$ cat config.mk
export PLATFORM = sky130hd
export DESIGN_NAME = stream_upsizer
export DESIGN_NICKNAME = d
export VERILOG_FILES = /design/src/rtl/stream_upsizer.sv
export SDC_FILE = /design/constraint.sdc
export NUM_CORES = 1
export LEC_CHECK = 0
export ABC_CLOCK_PERIOD_IN_PS = 3700
export BUFFER_PORTS_ARGS = -buffer_cell sky130_fd_sc_hd__buf_2
export CAP_MARGIN = 10
export CORE_MARGIN = 4
export CORE_UTILIZATION = 43
export DETAILED_ROUTE_END_ITERATION = 8
export GPL_ROUTABILITY_DRIVEN = 0
export SLEW_MARGIN = 20
export SYNTH_ARGS = -nofsm -noshare
export SYNTH_HDL_FRONTEND = slang
export SYNTH_SLANG_ARGS = --single-unit
$ cat constraint.sdc
create_clock -name clk_i -period 3.7 [get_ports clk_i]
set_input_delay 0.185 -clock clk_i [delete_from_list [all_inputs] [get_ports clk_i]]
set_output_delay 0.185 -clock clk_i [all_outputs]
set_load 0.05 [all_outputs]
$ cat src/rtl/stream_upsizer.sv
// stream_upsizer
// Packs RATIO narrow input beats of DW bits into one wide output word.
// A word closes early when an input beat carries last_i. Lanes that were
// never filled are flagged off in keep_o and forced to zero in data_o.
// One output register sits between the packer and the downstream port.
// That register can be reloaded in the same cycle it is drained, so a
// steady stream runs with no bubbles.

module stream_upsizer #(
   parameter int DW    = 8,
   parameter int RATIO = 4
) (
   input  logic                  clk_i,
   input  logic                  rst_i,
   input  logic                  clear_i,
   input  logic                  valid_i,
   output logic                  ready_o,
   input  logic [DW-1:0]         data_i,
   input  logic                  last_i,
   output logic                  valid_o,
   input  logic                  ready_i,
   output logic [DW*RATIO-1:0]   data_o,
   output logic [RATIO-1:0]      keep_o,
   output logic                  last_o
);

   localparam int CW = (RATIO > 1) ? $clog2(RATIO) : 1;

   // Lanes gathered so far for the word being assembled
   logic [DW*RATIO-1:0] r_asm;
   // Index of the lane the next accepted beat will fill
   logic [CW-1:0]       r_cnt;
   // Output register presented to the downstream port
   logic [DW*RATIO-1:0] r_data;
   logic [RATIO-1:0]    r_keep;
   logic                r_last;
   logic                r_valid;

   logic                w_ready;
   logic                w_accept;
   logic                w_complete;
   logic                w_outHs;
   logic                w_lastLane;
   logic [DW*RATIO-1:0] w_word;
   logic [RATIO-1:0]    w_keep;
   logic [DW*RATIO-1:0] w_asmNext;

   // The output register can always take a new word when it is empty or
   // being drained this cycle, so ready never looks at the upstream side
   assign w_ready    = ~r_valid | ready_i;
   assign w_accept   = valid_i & w_ready;
   assign w_outHs    = r_valid & ready_i;
   assign w_lastLane = (r_cnt == CW'(RATIO - 1));
   assign w_complete = w_accept & (w_lastLane | last_i);

   assign ready_o = w_ready;
   assign valid_o = r_valid;
   assign data_o  = r_data;
   assign keep_o  = r_keep;
   assign last_o  = r_last;

   // Build the candidate output word: lanes below the counter come from the
   // assembly register, the counter lane takes the incoming beat, and the
   // lanes above it are zero and marked empty
   always_comb begin
      w_word    = '0;
      w_keep    = '0;
      w_asmNext = r_asm;
      for (int k = 0; k < RATIO; k++) begin
         if (CW'(k) < r_cnt) begin
            w_word[k*DW +: DW] = r_asm[k*DW +: DW];
            w_keep[k]          = 1'b1;
         end else if (CW'(k) == r_cnt) begin
            w_word[k*DW +: DW]    = data_i;
            w_keep[k]             = 1'b1;
            w_asmNext[k*DW +: DW] = data_i;
         end
      end
   end

   // Assembly side: store accepted beats and advance or wrap the lane counter.
   // A flush drops the partial word and blocks that cycle's handshake.
   always_ff @(posedge clk_i) begin
      if (rst_i) begin
         r_asm <= '0;
         r_cnt <= '0;
      end else if (clear_i) begin
         r_asm <= '0;
         r_cnt <= '0;
      end else if (w_accept) begin
         r_asm <= w_asmNext;
         if (w_complete) begin
            r_cnt <= '0;
         end else begin
            r_cnt <= r_cnt + CW'(1);
         end
      end
   end

   // Output side: a completing beat loads the new word, even while the old
   // word drains in the same cycle. A drain with no new word empties it.
   always_ff @(posedge clk_i) begin
      if (rst_i) begin
         r_data  <= '0;
         r_keep  <= '0;
         r_last  <= 1'b0;
         r_valid <= 1'b0;
      end else if (clear_i) begin
         r_data  <= '0;
         r_keep  <= '0;
         r_last  <= 1'b0;
         r_valid <= 1'b0;
      end else if (w_complete) begin
         r_data  <= w_word;
         r_keep  <= w_keep;
         r_last  <= last_i;
         r_valid <= 1'b1;
      end else if (w_outHs) begin
         r_valid <= 1'b0;
      end
   end

endmodule

# ---- After elaboration in Yosys (flattened, before gate mapping)
# Index checks and enable logic that the tools add are counted.
dict set report classes {
  multipliers 0
  n_lt_le_gt_ge 4
  n_eq_ne 4
  addsub 1
  shift 0
  muxes 19
  reduce_logical 7
  div 0
  bitwise 10
}
# operator count
set op_table {}
lappend op_table {{8-bit 2-to-1 mux} 8}
lappend op_table {{3-bit AND reduction} 4}
lappend op_table {{1-bit 2-to-1 mux} 10}
lappend op_table {{1-bit NOT} 5}
lappend op_table {{2-bit equality test, first input constant} 2}
lappend op_table {{1-bit by 2-bit less-than comparator with 1-bit output, first input constant} 2}
lappend op_table {{2-bit less-than comparator, first input constant} 2}
lappend op_table {{1-bit bitwise AND} 3}
lappend op_table {{2-bit by 1-bit adder with 2-bit output, second input constant} 1}
lappend op_table {{1-bit by 2-bit equality test with 1-bit output, first input constant} 1}
lappend op_table {{2-bit equality test, second input constant} 1}
lappend op_table {{2-bit logical NOT} 1}
lappend op_table {{2-bit 2-to-1 mux} 1}
lappend op_table {{1-bit OR} 2}
lappend op_table {{2-bit nonzero test} 1}
lappend op_table {{2-bit OR reduction} 1}
dict set report word_totals {
  mem_bits_ro 0
  ram_bits 0
  memories 0
  word_cells 54
  latchBits 0
  in_bits 14
  ff_bits 72
}

# ---- Logic depth before layout (Yosys ltp)
dict set report logic_depth {
  ltp_word 5
  ltp_mapped 6
  depth_no_buf 4
}

# ---- Worst setup path after synthesis
# No wires, ideal clock.
dict set report synth_timing {
  kind {register to register}
  startpoint {reg r_valid, in the netlist valid_o}
  endpoint {reg r_data[11], in the netlist data_o[11]}
  arrival_ns 1.538
  path_stages_with_launch 6
  t_required_ns 3.566
  synth_period_minus_slack_ns 1.672
  path_slack_ns 2.028
  path_buffers 1
  cell_sequence {dfxtp_1 nor2b_4 inv_4 buf_2 a31oi_1 a211oi_1}
}
dict set report synth_via {
  elab_chain_cells 4
}
# element line_no
set synth_rtl {}
lappend synth_rtl {{from (decl)} 37} ;# logic r_valid;
lappend synth_rtl {{from (signal assigned)} 107} ;# r_valid <= 1'b0;
lappend synth_rtl {{from (signal assigned)} 112} ;# r_valid <= 1'b0;
lappend synth_rtl {{from (signal assigned)} 117} ;# r_valid <= 1'b1;
lappend synth_rtl {{1-bit NOT} 50} ;# assign w_ready = ~r_valid | ready_i;
lappend synth_rtl {{1-bit OR} 50}
lappend synth_rtl {{net ready_o} 17} ;# output logic ready_o,
lappend synth_rtl {{1-bit bitwise AND} 51} ;# assign w_accept = valid_i & w_ready;
lappend synth_rtl {{1-bit bitwise AND} 54} ;# assign w_complete = w_accept & (w_lastLane | last_i);
lappend synth_rtl {{to (signal assigned)} 114} ;# r_data <= w_word;
lappend synth_rtl {{to (decl)} 34} ;# logic [DW*RATIO-1:0] r_data;
# The timed path passes the listed nets, and every way through them passes these cells.
# A chain may end at the register's enable or synchronous reset.

# ---- Worst setup path after layout
dict set report layout_timing {
  startpoint {reg r_cnt[1]}
  endpoint {reg r_data[5], in the netlist data_o[5]}
}
dict set report layout_via {
  elab_chain_cells 3
  elab_cells_between_ends 7
}
# element line_no
set layout_rtl {}
lappend layout_rtl {{from (decl)} 32} ;# logic [CW-1:0] r_cnt;
lappend layout_rtl {{from (signal assigned)} 95} ;# r_cnt <= r_cnt + CW'(1);
lappend layout_rtl {{2-bit equality test / 2-bit logical NOT (equally long branches)} {53, 73}}
lappend layout_rtl {{1-bit OR / 8-bit 2-to-1 mux (equally long branches)} {54, 73}}
lappend layout_rtl {{1-bit bitwise AND / 8-bit 2-to-1 mux (equally long branches)} {54, 70}}
# Several ways; a longest one is shown, not always the timed one.

==> summary.md <==
| Metric | Value |
|---|---|
| First-pass GRT wire length | `11.0 mm` |
| Main synth FF type | `dfxtp_1` |
| Final hold slack | `0.236 ns` |
| Router iterations before antenna repair | `4` |
| Synth top area cells | `dfxtp_1 (46%), mux2i_1 (15%), nand2_1 (5.6%)` |
| Post-CTS setup buffer count | `0` |
| Placed instance area | `0.00304 mm²` |
| PortBufs | `52` |
| Inserted Clock Buffers | `9` |
| Global route overflow | `0` |
| CP Max Fanout | `26` |
| CTS tree | `built` |
| Routed Antenna Nets | `0` |
| Vias | `2,246` |
| DRC | `0` |
| Crit path DAT | `2.46 ns` |
| GR Layer Usage met1 | `26.6%` |
| Clock latency on the worst-skew pair | `0.33 ns` |
| Post-CTS Hold Buffers | `0` |
| Fraction of layout cells with a size suffix above 1 | `24.2%` |
| Setup_tns | `0 ns` |
| Dominant cell type by area after synthesis | `dfxtp_1` |
| Die W | `88.8 µm` |
| Async SR Flop Fraction | `0%` |
| Inserted Diodes | `0` |
| Crit path capture type | `register` |
| Die area | `0.00789 mm²` |
| CP Launch Type | `register` |
| Max-cap violations | `0` |
| CTS Buffer Depth | `2` |
| CTS Sinks | `64` |
| DRT iter0 DRCs | `121` |
| Final Setup Violations | `0` |
| Grt met3 use | `5.31%` |
| Clk root buf | `clkbuf_8` |
| Fillers | `606` |
| DIE HEIGHT | `88.8 µm` |
| Leakage power | `0.00139 µW` |
| Mapped cell area | `0.00281 mm²` |
| Final instance area | `0.00326 mm²` |
| Outcome | `completed` |
| Vias in the first global route | `2,079` |
| Antenna violations before repair | `0` |
| Core area | `0.00635 mm²` |
| Min Tclk post-route | `2.29 ns` |
| RSZ-0062 raised after global routing | `no` |
| Seq/Total Area, Yosys | `45.6%` |
| Most frequent cells after synthesis | `dfxtp_1 (64), nand2_1 (42), mux2i_1 (41)` |
| Syn_area_per_cell | `9.96 µm²` |
| H-tree levels | `3` |
| Post-CTS sizing | `0` |
| Worst IR Drop VDD | `0.240 mV` |
| Syn_nets | `302` |
| Clock-pin slew on the worst setup and hold paths | `0.07 ns` |
| GR peak layer | `met1` |
| Starting Density | `44.2%` |
| Max Clock Skew | `0.00938 ns` |
| Avg WL per Cell | `16.7 µm` |
| Post-Route WL | `6.74 mm` |
| GR Util All Layers | `18.1%` |
| Layout Area Growth over Synthesis | `16.0%` |
| Largest net degree at the start of global routing | `39` |
| Max Clock Freq | `0.436 GHz` |
| I/O pins | `53` |
| Worst slew pin tran | `1.05 ns` |
| Hold Crit Class | `input pin to register` |
| Via-to-Cell Ratio | `5.56` |
| Worst EP required | `3.86 ns` |
| Kind of critical path | `register to register` |
| Rows | `29` |
| Syn Inst Count | `282` |
| PD cells | `461 mW/mm²` |
| Nets | `342` |
| Hpwl dp | `4.58 mm` |
| Max Slew Vio Count | `0` |
| Top-area cell type share of the netlist area | `45.6%` |
| EDFF count, synth | `0` |
| Yosys cell types | `39` |
| FF+latch count, synth | `64` |
| Synth warn | `0` |
| Final Hold Vio Count | `0` |
| GRT met2 Usage | `26.0%` |
| Cell with the most instances after synthesis | `dfxtp_1` |
| Fin crit share | `62.0%` |
| Relative slew margins | `29.8%` |
## per-layer routing
layer	wire length, µm	up-vias
met5	0	-
li1	-	1123
met3	356	5
met4	46	0
met1	3350	1072
met2	2980	46
## path summary, 6_finish.rpt
kind | startpoint | endpoint | slack, ns | cells after the start
setup reg to reg | r_cnt[1] | data_o[5] | 1.41 | 4
hold / removal | data_i[4] | r_asm[20] | 0.24 | 3
hold reg to reg | r_asm[8] | r_asm[8] | 0.46 | 2
setup / recovery | r_cnt[1] | data_o[5] | 1.41 | 4
## stage by stage
stage	total power, µW	util [%]	worst slack (ns)	std cells
after global placement	852	47.8	1.52	388
final	1500	51.3	1.41	404
after floorplan	821	-	2.03	282
after CTS	1510	51.3	1.43	404
after detailed placement	853	47.8	1.44	388
after global routing	1560	51.3	1.18	404
## report_power, final
group	internal [µW]	leakage, µW	switching [µW]
logic	36.4	0.000763	95.0
clock network	397	0.000106	268
registers	700	0.000518	5.65
## worst max-delay path: stages (launching register included)
cell,delay (ns)
dfxtp_1,0.63
ha_1,0.30
nor2_1,0.18
nor3_4,0.84
a211oi_1,0.16
## registers in the layout (all words and copies together), names as in the netlist
| register | flops |
|---|---|
| r_cnt | 2 |
| r_asm | 24 |
| data_o | 32 |
| keep_o | 4 |
| valid_o | 1 |
| last_o | 1 |
## kinds of logic after synthesis
family,synth area share (%)
AND/OR/NAND/NOR,13.0
multiplexers,14.6
flip-flops,45.6
adder cells (fa/ha/maj),2.67
AO/OA/AOI/OAI,18.4
buffers and inverters,5.66
## layout by cell type, fill, tap and decap left out, types with 2 or more instances in the layout
| cell | synthesis | routed |
|---|---|---|
| dfxtp_1 | 64 | 64 |
| buf_2 | 9 | 52 |
| nand2_1 | 42 | 42 |
| mux2i_1 | 41 | 41 |
| a31oi_1 | 25 | 25 |
| a211oi_1 | 17 | 17 |
| clkbuf_8 | 0 | 10 |
| o22ai_1 | 9 | 9 |
| and2_1 | 9 | 9 |
| o31ai_1 | 8 | 8 |
| o311ai_0 | 7 | 7 |
| ha_1 | 6 | 6 |
| nand4_1 | 3 | 3 |
| a21oi_1 | 3 | 3 |
| nor2_1 | 2 | 2 |
| o21ai_0 | 2 | 2 |
| nand3_2 | 2 | 2 |
| bufinv_16 | 0 | 2 |
| clkinvlp_4 | 0 | 2 |
## area by class of cell
cell class              instances  area [µm²]  share of cell area, %
clock buffers                  11         141                   4.34
clock inverters                 5        80.1                   2.46
inverters                       4        17.5                  0.538
multi-input cells             190        1370                   42.1
flip-flops and latches         64        1280                   39.3
well taps                      77        96.3                   2.96
repair buffers                 53         268                   8.22
Power figures use the tool's default switching activity.
